<file path="src/rtl/avalon_copy_master.sv">
// Avalon-MM copy initiator: moves len_i 32-bit words from src_addr_i to
// dst_addr_i, one read followed by one write per word, fixed read latency.
module avalon_copy_master #(
    parameter int LEN_W  = 16,
    parameter int RD_LAT = 1
) (
    input  logic             clk_i,
    input  logic             rst_ni,
    input  logic             start_i,
    input  logic             abort_i,
    input  logic [31:0]      src_addr_i,
    input  logic [31:0]      dst_addr_i,
    input  logic [LEN_W-1:0] len_i,
    output logic             busy_o,
    output logic             done_o,
    output logic             err_o,
    output logic             aborted_o,
    output logic [LEN_W-1:0] count_o,
    output logic [31:0]      avalon_addr_o,
    output logic             avalon_read_o,
    output logic             avalon_write_o,
    output logic [31:0]      avalon_writedata_o,
    output logic [3:0]       avalon_byteenable_o,
    input  logic             avalon_waitrequest_i,
    input  logic [31:0]      avalon_readdata_i
);
    localparam int LAT_W = $clog2(RD_LAT + 1);

    localparam logic [2:0] S_IDLE    = 3'd0;
    localparam logic [2:0] S_RD_REQ  = 3'd1;
    localparam logic [2:0] S_RD_WAIT = 3'd2;
    localparam logic [2:0] S_WR_REQ  = 3'd3;
    localparam logic [2:0] S_DONE    = 3'd4;

    logic [2:0]       state_q;
    logic [31:0]      src_q, dst_q, data_q;
    logic [LEN_W-1:0] len_q, count_q;
    logic [LAT_W-1:0] lat_q;
    logic             err_q, abort_q;
    logic [LEN_W-1:0] count_nxt;
    logic             misaligned;

    assign count_nxt  = count_q + LEN_W'(1);
    assign misaligned = (src_addr_i[1:0] != 2'b00) || (dst_addr_i[1:0] != 2'b00);

    // Copy sequencer: latch job, alternate read/write per word, finish in DONE.
    always_ff @(posedge clk_i or negedge rst_ni) begin
        if (!rst_ni) begin
            state_q <= S_IDLE;
            src_q   <= '0;
            dst_q   <= '0;
            data_q  <= '0;
            len_q   <= '0;
            count_q <= '0;
            lat_q   <= '0;
            err_q   <= 1'b0;
            abort_q <= 1'b0;
        end else begin
            // Abort is only remembered here; it takes effect at the word boundary.
            if (abort_i && state_q != S_IDLE && state_q != S_DONE)
                abort_q <= 1'b1;
            case (state_q)
                S_IDLE: begin
                    abort_q <= 1'b0;
                    if (start_i) begin
                        src_q   <= src_addr_i;
                        dst_q   <= dst_addr_i;
                        len_q   <= len_i;
                        count_q <= '0;
                        err_q   <= misaligned;
                        if (misaligned || len_i == '0) state_q <= S_DONE;
                        else                           state_q <= S_RD_REQ;
                    end
                end
                S_RD_REQ: begin
                    if (!avalon_waitrequest_i) begin
                        lat_q   <= LAT_W'(RD_LAT);
                        state_q <= S_RD_WAIT;
                    end
                end
                S_RD_WAIT: begin
                    if (lat_q <= LAT_W'(1)) begin
                        data_q  <= avalon_readdata_i;
                        state_q <= S_WR_REQ;
                    end else begin
                        lat_q <= lat_q - LAT_W'(1);
                    end
                end
                S_WR_REQ: begin
                    if (!avalon_waitrequest_i) begin
                        count_q <= count_nxt;
                        src_q   <= src_q + 32'd4;
                        dst_q   <= dst_q + 32'd4;
                        // Abort seen on this very edge still ends the copy here.
                        if (count_nxt == len_q || abort_q || abort_i) state_q <= S_DONE;
                        else                                          state_q <= S_RD_REQ;
                    end
                end
                default: state_q <= S_IDLE;
            endcase
        end
    end

    // Bus and status outputs decode straight from state so reset clears them at once.
    always_comb begin
        avalon_read_o       = (state_q == S_RD_REQ);
        avalon_write_o      = (state_q == S_WR_REQ);
        avalon_addr_o       = avalon_read_o ? src_q : (avalon_write_o ? dst_q : 32'd0);
        avalon_writedata_o  = avalon_write_o ? data_q : 32'd0;
        avalon_byteenable_o = (avalon_read_o || avalon_write_o) ? 4'hF : 4'h0;
        busy_o              = (state_q != S_IDLE);
        done_o              = (state_q == S_DONE);
        err_o               = done_o && err_q;
        aborted_o           = done_o && abort_q;
        count_o             = count_q;
    end
endmodule

</file>
<file path="config.mk">
export PLATFORM = sky130hd
export DESIGN_NAME = avalon_copy_master
export DESIGN_NICKNAME = d
export VERILOG_FILES = /design/src/rtl/avalon_copy_master.sv
export SDC_FILE = /design/constraint.sdc
export NUM_CORES = 1
export LEC_CHECK = 0
export CAP_MARGIN = 40
export CORE_MARGIN = 8
export CORE_UTILIZATION = 35
export CTS_BUF_LIST = sky130_fd_sc_hd__clkbuf_8
export DETAILED_ROUTE_END_ITERATION = 16
export GPL_TIMING_DRIVEN = 0
export PLACE_DENSITY = 0.62
export SKIP_LAST_GASP = 1
export SYNTH_ARGS = -nofsm -noshare
export SYNTH_HDL_FRONTEND = slang
export SYNTH_SLANG_ARGS = --single-unit
</file>
<file path="constraint.sdc">
create_clock -name clk_i -period 4 [get_ports clk_i]
set_clock_uncertainty 0.05 [all_clocks]
set_input_delay 0.8 -clock clk_i [delete_from_list [all_inputs] [get_ports clk_i]]
set_output_delay 0.8 -clock clk_i [all_outputs]
set_load 0.03 [all_outputs]
</file>
==> results.yml <==
place:
  place_area_um2: 10240
  placement.io_buffers: 206
  dp_cells: 1394
  place_hpwl_um: 22210
  place.gp.congestion: 0.8806
final_layout:
  drive_above_1_share_pct: 8.908
  num-fill-cells: 2164
  fin_cells: 1426
  multi_input_area_um2: 4139
  regArea_um2: 3328
  area_delta_synth_final_pct: 36.76
  nNetsFinal: 1252
  design_area_um2: 10670
route:
  wirelength_um: 29430
  drc: 0
  wire_per_inst_um: 20.64
  wl_met1_um: 11790
  met2_length_um: 13310
  topRoutingLayerUsed: "met5"
  antenna_left: 0
  via_per_inst: 5.487
  vias: 7825
  wl_met3_um: 3559
  dr.first_iter.drc_count: 625
  first_pass_iters: 5
setup_path:
  crit_required_ns: 3.15
  crit_type: "flop to output pin"
  arrival_ns: 3.01
  end_kind: "output pin"
  startpoint_type: "flop"
  path_max_fanout: 10
flow_run:
  maxCapViolations: 0
global_routing:
  grt_overflow: 0
  grt_usage_pct: 21.65
  grt_pass1_wl_um: 44980
  antenna_found_initial: 2
  grt_max_degree: 70
  grt_pass1_vias: 7747
min_path:
  hold_class: "input port to async pin"
yosys:
  synth_area_leaders: "dfrtp_1 (43%), nand2_1 (5.5%), nor2_1 (4.8%)"
  synth_seq_area_share_pct: 42.68
  synth_area_um2: 7799
  synth_top_area_share_pct: 42.68
  synthDistinctLibCells: 58
  ys_ff_latch: 133
  synth_top_flop_cell: "dfrtp_1"
  ys_top_cells_by_count: "dfrtp_1 (133), nand2_1 (115), nor2_1 (99), a21oi_1 (72), o21ai_0 (72)"
  synth_edf_count: 0
  syn_avg_cell_area_um2: 8.598
  synth_top_area_cell: "dfrtp_1"
  yosysWarnings: 0
  synth-async-reset-ratio_pct: 100.0
  synth.most_common_cell: "dfrtp_1"
  syn_nets: 1027
  syn_inst: 907
timing:
  period_minus_slack_ns: 3.865
  fin_crit_sh_pct: 96.62
  final_max_slew_viol_count: 0
  rsz0062_at_grt: "false"
  worstMarginPinSlew_ns: 0.7794
  max_clock_freq_mhz: 258.7
  tns_ns: 0
  setup_viol: 0
  final_hold_viol_count: 0
  holdWs_ns: 0.2930
  relSlewSlack_pct: 48.04
clock_tree:
  cts_num_sinks: 133
  path_clk_slew_ns: 0.07
  cts_tree: "yes"
  clock_latency_ns: 0.47
  cts_buffers: 17
  holdBufCountCts: 0
  root_buffer: "clkbuf_8"
  h-tree-depth: 4
  cts.path.max_buffers: 2
power:
  vdd_drop_max_v: 0.0004717
  power.density_nw_per_um2: 776.1
  leakagePower_uw: 0.004362
floorplan:
  rows: 54
  io-pin-count: 207
  core_um2: 21820
  dieWidth_um: 165.3
  initial_utilization_pct: 35.74
  dieArea_um2: 27310
  die_y_um: 165.3
status:
  outcome: "completed"
[path summary, 6_finish.rpt]
check	from	to	slack (ns)	depth (start not counted)
max	state_q[1]$_DFFE_PN0P_	avalon_addr_o[26]	0.14	5
min	rst_ni	data_q[7]$_DFFE_PN0P_	0.29	1
max reg2reg	count_o[0]$_DFFE_PN0P_	state_q[0]$_DFFE_PN0P_	1.10	7
min reg2reg	src_q[0]$_DFFE_PN0P_	src_q[0]$_DFFE_PN0P_	0.43	2
max in group asynchronous	rst_ni	count_o[7]$_DFFE_PN0P_	2.85	2
min in group clk_i	src_q[0]$_DFFE_PN0P_	src_q[0]$_DFFE_PN0P_	0.43	2
[final cells by class]
| cell class | instances | share of cell area [%] |
|---|---|---|
| diodes | 1 | 0.02346 |
| plain buffers | 65 | 2.651 |
| clock buffers | 18 | 2.323 |
| clock inverters | 14 | 1.513 |
| inverters | 14 | 0.4927 |
| multi-input cells | 693 | 38.81 |
| flip-flops and latches | 133 | 31.21 |
| well taps | 280 | 3.285 |
| repair buffers | 208 | 19.70 |
[per-layer routing]
layer | vias to the layer above | global-route usage (%)
li1 | 3690 | -
met1 | 3703 | 26.72
met2 | 378 | 32.97
met3 | 52 | 9.494
met4 | 2 | 7.821
met5 | - | 0
[what timing repair did]
item,4_1_cts,5_1_grt
resized for setup,4,10
setup endpoints to repair,36,46
pin swaps,0,0
buffers inserted,1,0
[power breakdown]
group | leakage (uW) | switching (uW) | internal, uW
logic | 0.00256 | 2730 | 1820
registers | 0.00160 | 570 | 1950
clock network | 0.000202 | 578 | 626
[through the flow]
step | util [%] | power, uW | setup slack, ns
6_report | 48.87 | 8277 | 0.1351
5_1_grt | 48.87 | 8795 | 0.01019
4_1_cts | 48.84 | 8290 | 0.01313
3_5_place_dp | 46.92 | 7070 | -0.2319
3_3_place_gp | 46.79 | 7011 | -3.658
2_1_floorplan | - | 5284 | 1.336
[cell families (layout without fill, tap and decap cells)]
| kind of cell | count (synthesis) | count (layout) | synth area share [%] |
|---|---|---|---|
| fa+ha+maj | 3 | 3 | 0.4814 |
| compound gates | 228 | 228 | 17.84 |
| simple gates | 372 | 372 | 23.02 |
| mux | 67 | 67 | 9.113 |
| buf+inv | 81 | 319 | 4.284 |
| xor+xnor | 23 | 23 | 2.583 |
| other cells | 0 | 1 | 0 |
| flops | 133 | 133 | 42.68 |
[cell usage in the layout (no fill, tap or decap), types with 4 or more instances in the layout]
cell type,instances
o22ai_1,14
buf_2,14
nor3_1,15
and2_1,35
o21ai_0,72
clkbuf_2,5
nor4_1,10
o2bb2a_1,4
xnor2_1,12
o31ai_1,8
a32oi_1,6
a31oi_1,11
mux2_2,32
dfrtp_1,133
nand3_1,31
clkinvlp_4,4
clkdlybuf4s50_1,204
clkbuf_8,18
inv_1,14
a2bb2oi_1,6
or3_1,8
xor2_1,11
and4_1,8
nand2_1,115
o22a_1,7
nand4_1,16
and3_1,18
mux2i_1,35
buf_4,5
nor2_1,99
clkinv_2,4
clkbuf_1,39
a21oi_1,72
[critical path, cell delays in order, from the launching register on]
cell and delay [ns]:
dfrtp_1 0.38, buf_1 0.61, clkbuf_2 0.45, mux2i_1 0.16
nor2_1 0.21, clkdlybuf4s50_1 0.74
[registers in the layout (all words and copies together), names as in the netlist]
register,cells
state_q,3
src_q,32
data_q,32
len_q,16
abort_q,1
err_q,1
dst_q,32
count_o,16
Power figures use the tool's default switching activity.
==> variant 1: new RTL, same settings <==
Change the parameter `RD_LAT` from 1 to 2.
--- a/src/rtl/avalon_copy_master.sv
+++ b/src/rtl/avalon_copy_master.sv
@@ -2,7 +2,7 @@
 // dst_addr_i, one read followed by one write per word, fixed read latency.
 module avalon_copy_master #(
     parameter int LEN_W  = 16,
-    parameter int RD_LAT = 1
+    parameter int RD_LAT = 2
 ) (
     input  logic             clk_i,
     input  logic             rst_ni,
Formal check against the unedited RTL: not equivalent (Yosys sat finds a counterexample within 4 cycles, from zero or initial values and one cycle with rst_ni low).
==> variant 1 against the original RTL <==
  * Utilization fell by 0.66 points
  * First-iteration DRC count is 4.3% lower
  * Sequential cell count increased by 2
  * Setup slack gained 78 ps
  * Area after synthesis up 0.80%
  * Clock power up 13%
  * Power decreased by 22%
  * Final area is 1.1% higher
  * Routed wire length shrank 3.3%
  * Die area increased by 0.73%
  * Critical path type unchanged
  * Highest routed layer unchanged
==> variant 1: results (changes against the original RTL) <==
The routed metal-1 wire length came out at 12110 um (was 11790 um). For the number of antenna violations at the first check in global routing, the log shows 4 (was 2). The number of nets produced by synthesis came out at 1059 (was 1027). The pin count of the biggest net entering global routing was 83 (was 70); the length of routed met2 wiring was 13630 um (was 13310 um). The run gives 938 (was 907) as the synthesized instance count. Share of cells above drive strength 1: 7.816% (was 8.908%). The tools report the launch instance of the worst register-to-register path as state_q[1] (was count_o[0]). Largest cells by area after synthesis: dfrtp_1 43%, a21oi_1 6.6%, nand2_1 6.2% (was dfrtp_1 43%, nand2_1 5.5%, nor2_1 4.8%). Via count of the first global-routing pass: 7969 (was 7747).

The normalized max-slew margin was 49.66% (was 48.04%). The endpoint arrival time on the critical path was 2940 ps (was 3010 ps); the internal portion of total power was 0.003792 W (was 0.004401 W). The sequential fraction of the synthesis area is 42.97% (was 42.68%), and the routed length on met3 is 1959 um (was 3559 um).

The critical path's largest stage delay is 690 ps (was 740 ps). The flow ran to the end, and the final reports show no timing, DRC or antenna violations. The final estimated routing congestion in global placement was 0.8430 (was 0.8806).

The logs give -301.9 ps (was -231.9 ps) for the pre-CTS worst setup slack and 1463 (was 1426) for the number of non-filler instances in the completed layout. The number of different library cells in the post-synthesis netlist is 56 (was 58), and the post-CTS setup buffer count is 0 (was 1). Leading cell types by count after synthesis: 135 x dfrtp_1, 130 x nand2_1, 104 x a21oi_1, 97 x nor2_1, 64 x o21ai_0 (was 133 x dfrtp_1, 115 x nand2_1, 99 x nor2_1, 72 x a21oi_1, 72 x o21ai_0). The tools report the all-layer global routing usage as 20.53% (was 21.65%). For the wire length of the first global-routing pass, the log shows 44860 um (was 44980 um).

Total via count in the routed design: 7924 (was 7825). The net count of the finished layout came out at 1285 (was 1252).
[variant 1: changes by cell type after synthesis, sizes merged, moves of 6 or more]
| cell | unedited run | this run |
|---|---|---|
| and2 | 35 | 2 |
| a21oi | 72 | 104 |
| and3 | 18 | 48 |
| o22ai | 14 | 30 |
| nand2 | 115 | 130 |
| nand3 | 34 | 49 |
| a2bb2oi | 6 | 0 |
| a31oi | 11 | 5 |
| o21ai | 72 | 66 |
[variant 1: power by group through the flow]
stage	sequential [W]	combinational, W	clock, W
floorplan	0.00235	0.00177	0
finish	0.00251	0.00257	0.00135
global placement	0.00250	0.00255	0
detailed placement	0.00252	0.00258	0
CTS	0.00249	0.00259	0.00137
global route	0.00261	0.00285	0.00143
[variant 1: kinds of logic (layout without fill, tap and decap cells)]
kind of cell / count (synthesis) / in the layout / share of synthesized area, %
AO/OA/AOI/OAI: 238 / 238 / 17.24
AND/OR/NAND/NOR: 385 / 385 / 23.03
other: 0 / 1 / 0
flip-flops: 135 / 135 / 42.97
multiplexers: 67 / 67 / 9.040
buffers and inverters: 85 / 324 / 4.409
adder cells (fa/ha/maj): 4 / 4 / 0.6367
XOR/XNOR: 24 / 24 / 2.674
[variant 1: final timing paths]
check | endpoint | slack [ps] | cells past startpoint
min | data_q[27] | 250 | 1
max in group asynchronous | dst_q[2] | 2830 | 2
max reg2reg | dst_q[11] | 780 | 7
min reg2reg | dst_q[1] | 440 | 2
min in group clk_i | dst_q[1] | 440 | 2
max | avalon_addr_o[20] | 210 | 5
[variant 1: cell type report]
class | count | area (um2)
Clock inverter | 15 | 225.2
Multi-Input combinational cell | 718 | 4139
Fill cell | 2176 | 11580
Buffer | 67 | 284.0
Timing Repair Buffer | 209 | 2102
Inverter | 16 | 60.06
Tap cell | 285 | 356.6
Antenna cell | 1 | 2.502
Sequential cell | 135 | 3378
Clock buffer | 17 | 234.0
[variant 1: worst max-delay path: cells and delay by family (launching register included)]
family	cells	cell delay, ps
mux	1	180
buf+inv	3	1820
simple gates	1	150
flops	1	330
[variant 1: routing by layer]
metal,global-route usage [%],vias to the layer above
li1,-,3809
met1,25.62,3782
met2,33.51,274
met3,5.253,53
met4,8.103,6
met5,0,-
[variant 1: stage by stage]
step,power (W),area (um2)
after floorplan,0.004121,7861
after global placement,0.005047,10280
after detailed placement,0.005098,10320
after CTS,0.006452,10780
after global routing,0.006886,10780
final,0.006434,10780
[variant 1: repair_timing]
action / CTS / global route
endpoints found under the setup margin: 21 / 26
cloned: 0 / 0
resized for setup: 3 / 3
==> variant 2: new RTL, same flow settings <==
Made on the original files. Register the output `count_o`, cleared by the reset; this adds one clock of latency there. The other outputs are not delayed to match.
--- a/src/rtl/avalon_copy_master.sv
+++ b/src/rtl/avalon_copy_master.sv
@@ -31,6 +31,8 @@
     localparam logic [2:0] S_RD_WAIT = 3'd2;
     localparam logic [2:0] S_WR_REQ  = 3'd3;
     localparam logic [2:0] S_DONE    = 3'd4;
+
+    logic [LEN_W-1:0] count_d;
 
     logic [2:0]       state_q;
     logic [31:0]      src_q, dst_q, data_q;
@@ -112,7 +114,15 @@
         done_o              = (state_q == S_DONE);
         err_o               = done_o && err_q;
         aborted_o           = done_o && abort_q;
-        count_o             = count_q;
+        count_d             = count_q;
     end
+    always_ff @(posedge clk_i or negedge rst_ni) begin
+        if (!rst_ni) begin
+            count_o <= '0;
+        end else begin
+            count_o <= count_d;
+        end
+    end
+
 endmodule
 
Formal check against the unedited RTL: not equivalent (a bounded check fails within 10 cycles, from zero or initial values and one cycle with rst_ni low).
==> variant 2 against the original RTL <==
  * Area after synthesis is 9.3% higher
  * Sequential power is 9.1% higher
  * Power is 2.9% higher
  * Setup slack worse by 74 ps
  * Routed wire length is 4.3% higher
  * Count of clock-buffer cells in the layout is 3 higher
  * Final area is 7.4% higher
  * First-iteration DRC count is 20% higher
  * Critical path depth stayed put
  * Sequential cell count is 16 higher
  * Via count is 7.4% higher
  * Sequential share of layout area is 1.3 points higher
  * Non-clock buffer count is 8 higher
  * Maximum frequency is 1.9% lower
==> variant 2: results (changes against the original RTL) <==
Clock tree root buffer cell: clkbuf_8 (unchanged). The logs give 1311 (was 1252) for the net count of the finished layout and 0 (was 1) for the number of antenna repair diodes. The total via count in the routed design is 8404 (was 7825).

The share of cells above drive strength 1 was 8.985% (was 8.908%); the met2 demand-to-capacity share in global routing was 32.50% (was 32.97%). The share of total power consumed by net switching was 45.58% (was 46.83%). The final estimated routing congestion in global placement was 0.8760 (was 0.8806). The run gives 14100 um (was 13310 um) as the length of routed met2 wiring. The routed metal-1 wire length was 13460 um (was 11790 um). The HPWL after detailed placement was 22800 um (was 22210 um). The count of port buffers added during placement was 205 (was 206); the wire length of the first global-routing pass was 46850 um (was 44980 um).

Number of DRC markers in iteration 0: 751 (was 625). The tools report the number of nets produced by synthesis as 1087 (was 1027). The depth of the worst register-to-register path was 7 (unchanged). The run gives 4.566% (was 9.494%) as the met3 usage in global routing. Leading cell types by count after synthesis: 149 x dfrtp_1, 149 x nand2_1, 88 x nor2_1, 68 x a21oi_1, 67 x o21ai_0 (was 133 x dfrtp_1, 115 x nand2_1, 99 x nor2_1, 72 x a21oi_1, 72 x o21ai_0). The largest fanout of any net on the critical path is 14 (was 10), and the all-layer global routing usage is 20.47% (was 21.65%). The flow ran to the end, and the final reports show no timing, DRC or antenna violations.

The launch instance of the worst register-to-register path is state_q[1] (was count_o[0]). The logs give 0 (was 2) for the number of antenna violations at the first check in global routing and 43.47% (was 48.04%) for the normalized max-slew margin. Largest cells by area after synthesis: dfrtp_1 44%, nand2_1 6.6%, mux2i_1 5.2% (was dfrtp_1 43%, nand2_1 5.5%, nor2_1 4.8%). The routed length on met3 came out at 2498 um (was 3559 um). For the peak ir drop on the vdd network, the log shows 0.3148 mV (was 0.4717 mV). The number of different library cells in the post-synthesis netlist was 68 (was 58). The sequential fraction of the synthesis area came out at 43.75% (was 42.68%).

The clock slew at the register clock pins of the worst setup and hold paths is 90 ps (was 70 ps). Worst flop-to-flop path endpoint: dst_q[6] (was state_q[0]). Most instantiated flip-flop cell in the synthesis netlist: dfrtp_1 (unchanged). The critical path's largest stage delay is 740 ps (about the same), and the number of clock buffers inserted by TritonCTS is 17 (unchanged).

The tools report the via count of the first global-routing pass as 8138 (was 7747). For the total placed instance area, the log shows 11020 um2 (was 10240 um2). The worst reg-to-reg setup slack was 1180 ps (was 1100 ps); the mean routed wirelength per cell was 20.12 um (was 20.64 um).

The number of warnings reported in the yosys synthesis log was 0 (unchanged). The post-CTS setup buffer count is 0 (was 1). The number of detailed-route iterations in the first pass came out at 6 (was 5). Top layer used by detailed routing: met4 (was met5).

The met1 usage is 27.38% (was 26.72%). The logs give 107 (was 70) for the pin count of the biggest net entering global routing and 4.733 nW (was 4.362 nW) for the leakage power figure.
-- variant 2: timing repair --
item,CTS,global route
hold endpoints to repair,0,0
resized for setup,2,0
endpoints found under the setup margin,5,12
hold buffers,0,0
-- variant 2: worst max path at each step --
stage,slack (ps),cells past startpoint,from,to
3_5_place_dp,170,6,state_q[1],avalon_write_o
5_1_grt,-40,5,state_q[2],avalon_write_o
6_report,60,5,state_q[1],avalon_write_o
2_1_floorplan,1440,5,state_q[2],avalon_write_o
4_1_cts,-140,6,state_q[1],avalon_write_o
3_3_place_gp,-4470,1,rst_ni,data_q[30]
-- variant 2: power by group through the flow --
stage                     logic (W)  clock network [W]  registers (W)
after floorplan             0.00289                  0        0.00257
after global placement      0.00438                  0        0.00274
after detailed placement    0.00443                  0        0.00276
after CTS                   0.00445            0.00136        0.00273
after global routing        0.00480            0.00142        0.00283
final                       0.00443            0.00133        0.00275
-- variant 2: cell type report --
type	instances	area [um2]
clock inverter	9	151.4
tap	324	405.4
clock buffer	21	289.0
buffer	74	331.6
multi-input combinational	733	4424
sequential	149	3729
timing repair buffer	207	2090
inverter	9	33.78
fill	2351	12650
-- variant 2: cells by family (layout without fill, tap and decap cells) --
group	Yosys count	count (layout)	share of synthesized area [%]
xor gates and xnor gates	20	20	2.055
buffers and inverters	85	320	4.345
and+or+nand+nor	417	417	24.32
AOI/OAI and AO/OA	217	217	15.69
muxes	76	76	9.395
adders and majority gates	3	3	0.4404
DFF	149	149	43.75
-- variant 2: per-stage QoR --
stage,cells,hold slack (ps),setup slack [ps]
after global routing,1526,172.5,-40.06
final,1526,173.5,61.33
after detailed placement,1498,313.4,167.6
after floorplan,967,298.7,1442
after global placement,1496,309.8,-4470
after CTS,1528,170.9,-135.8
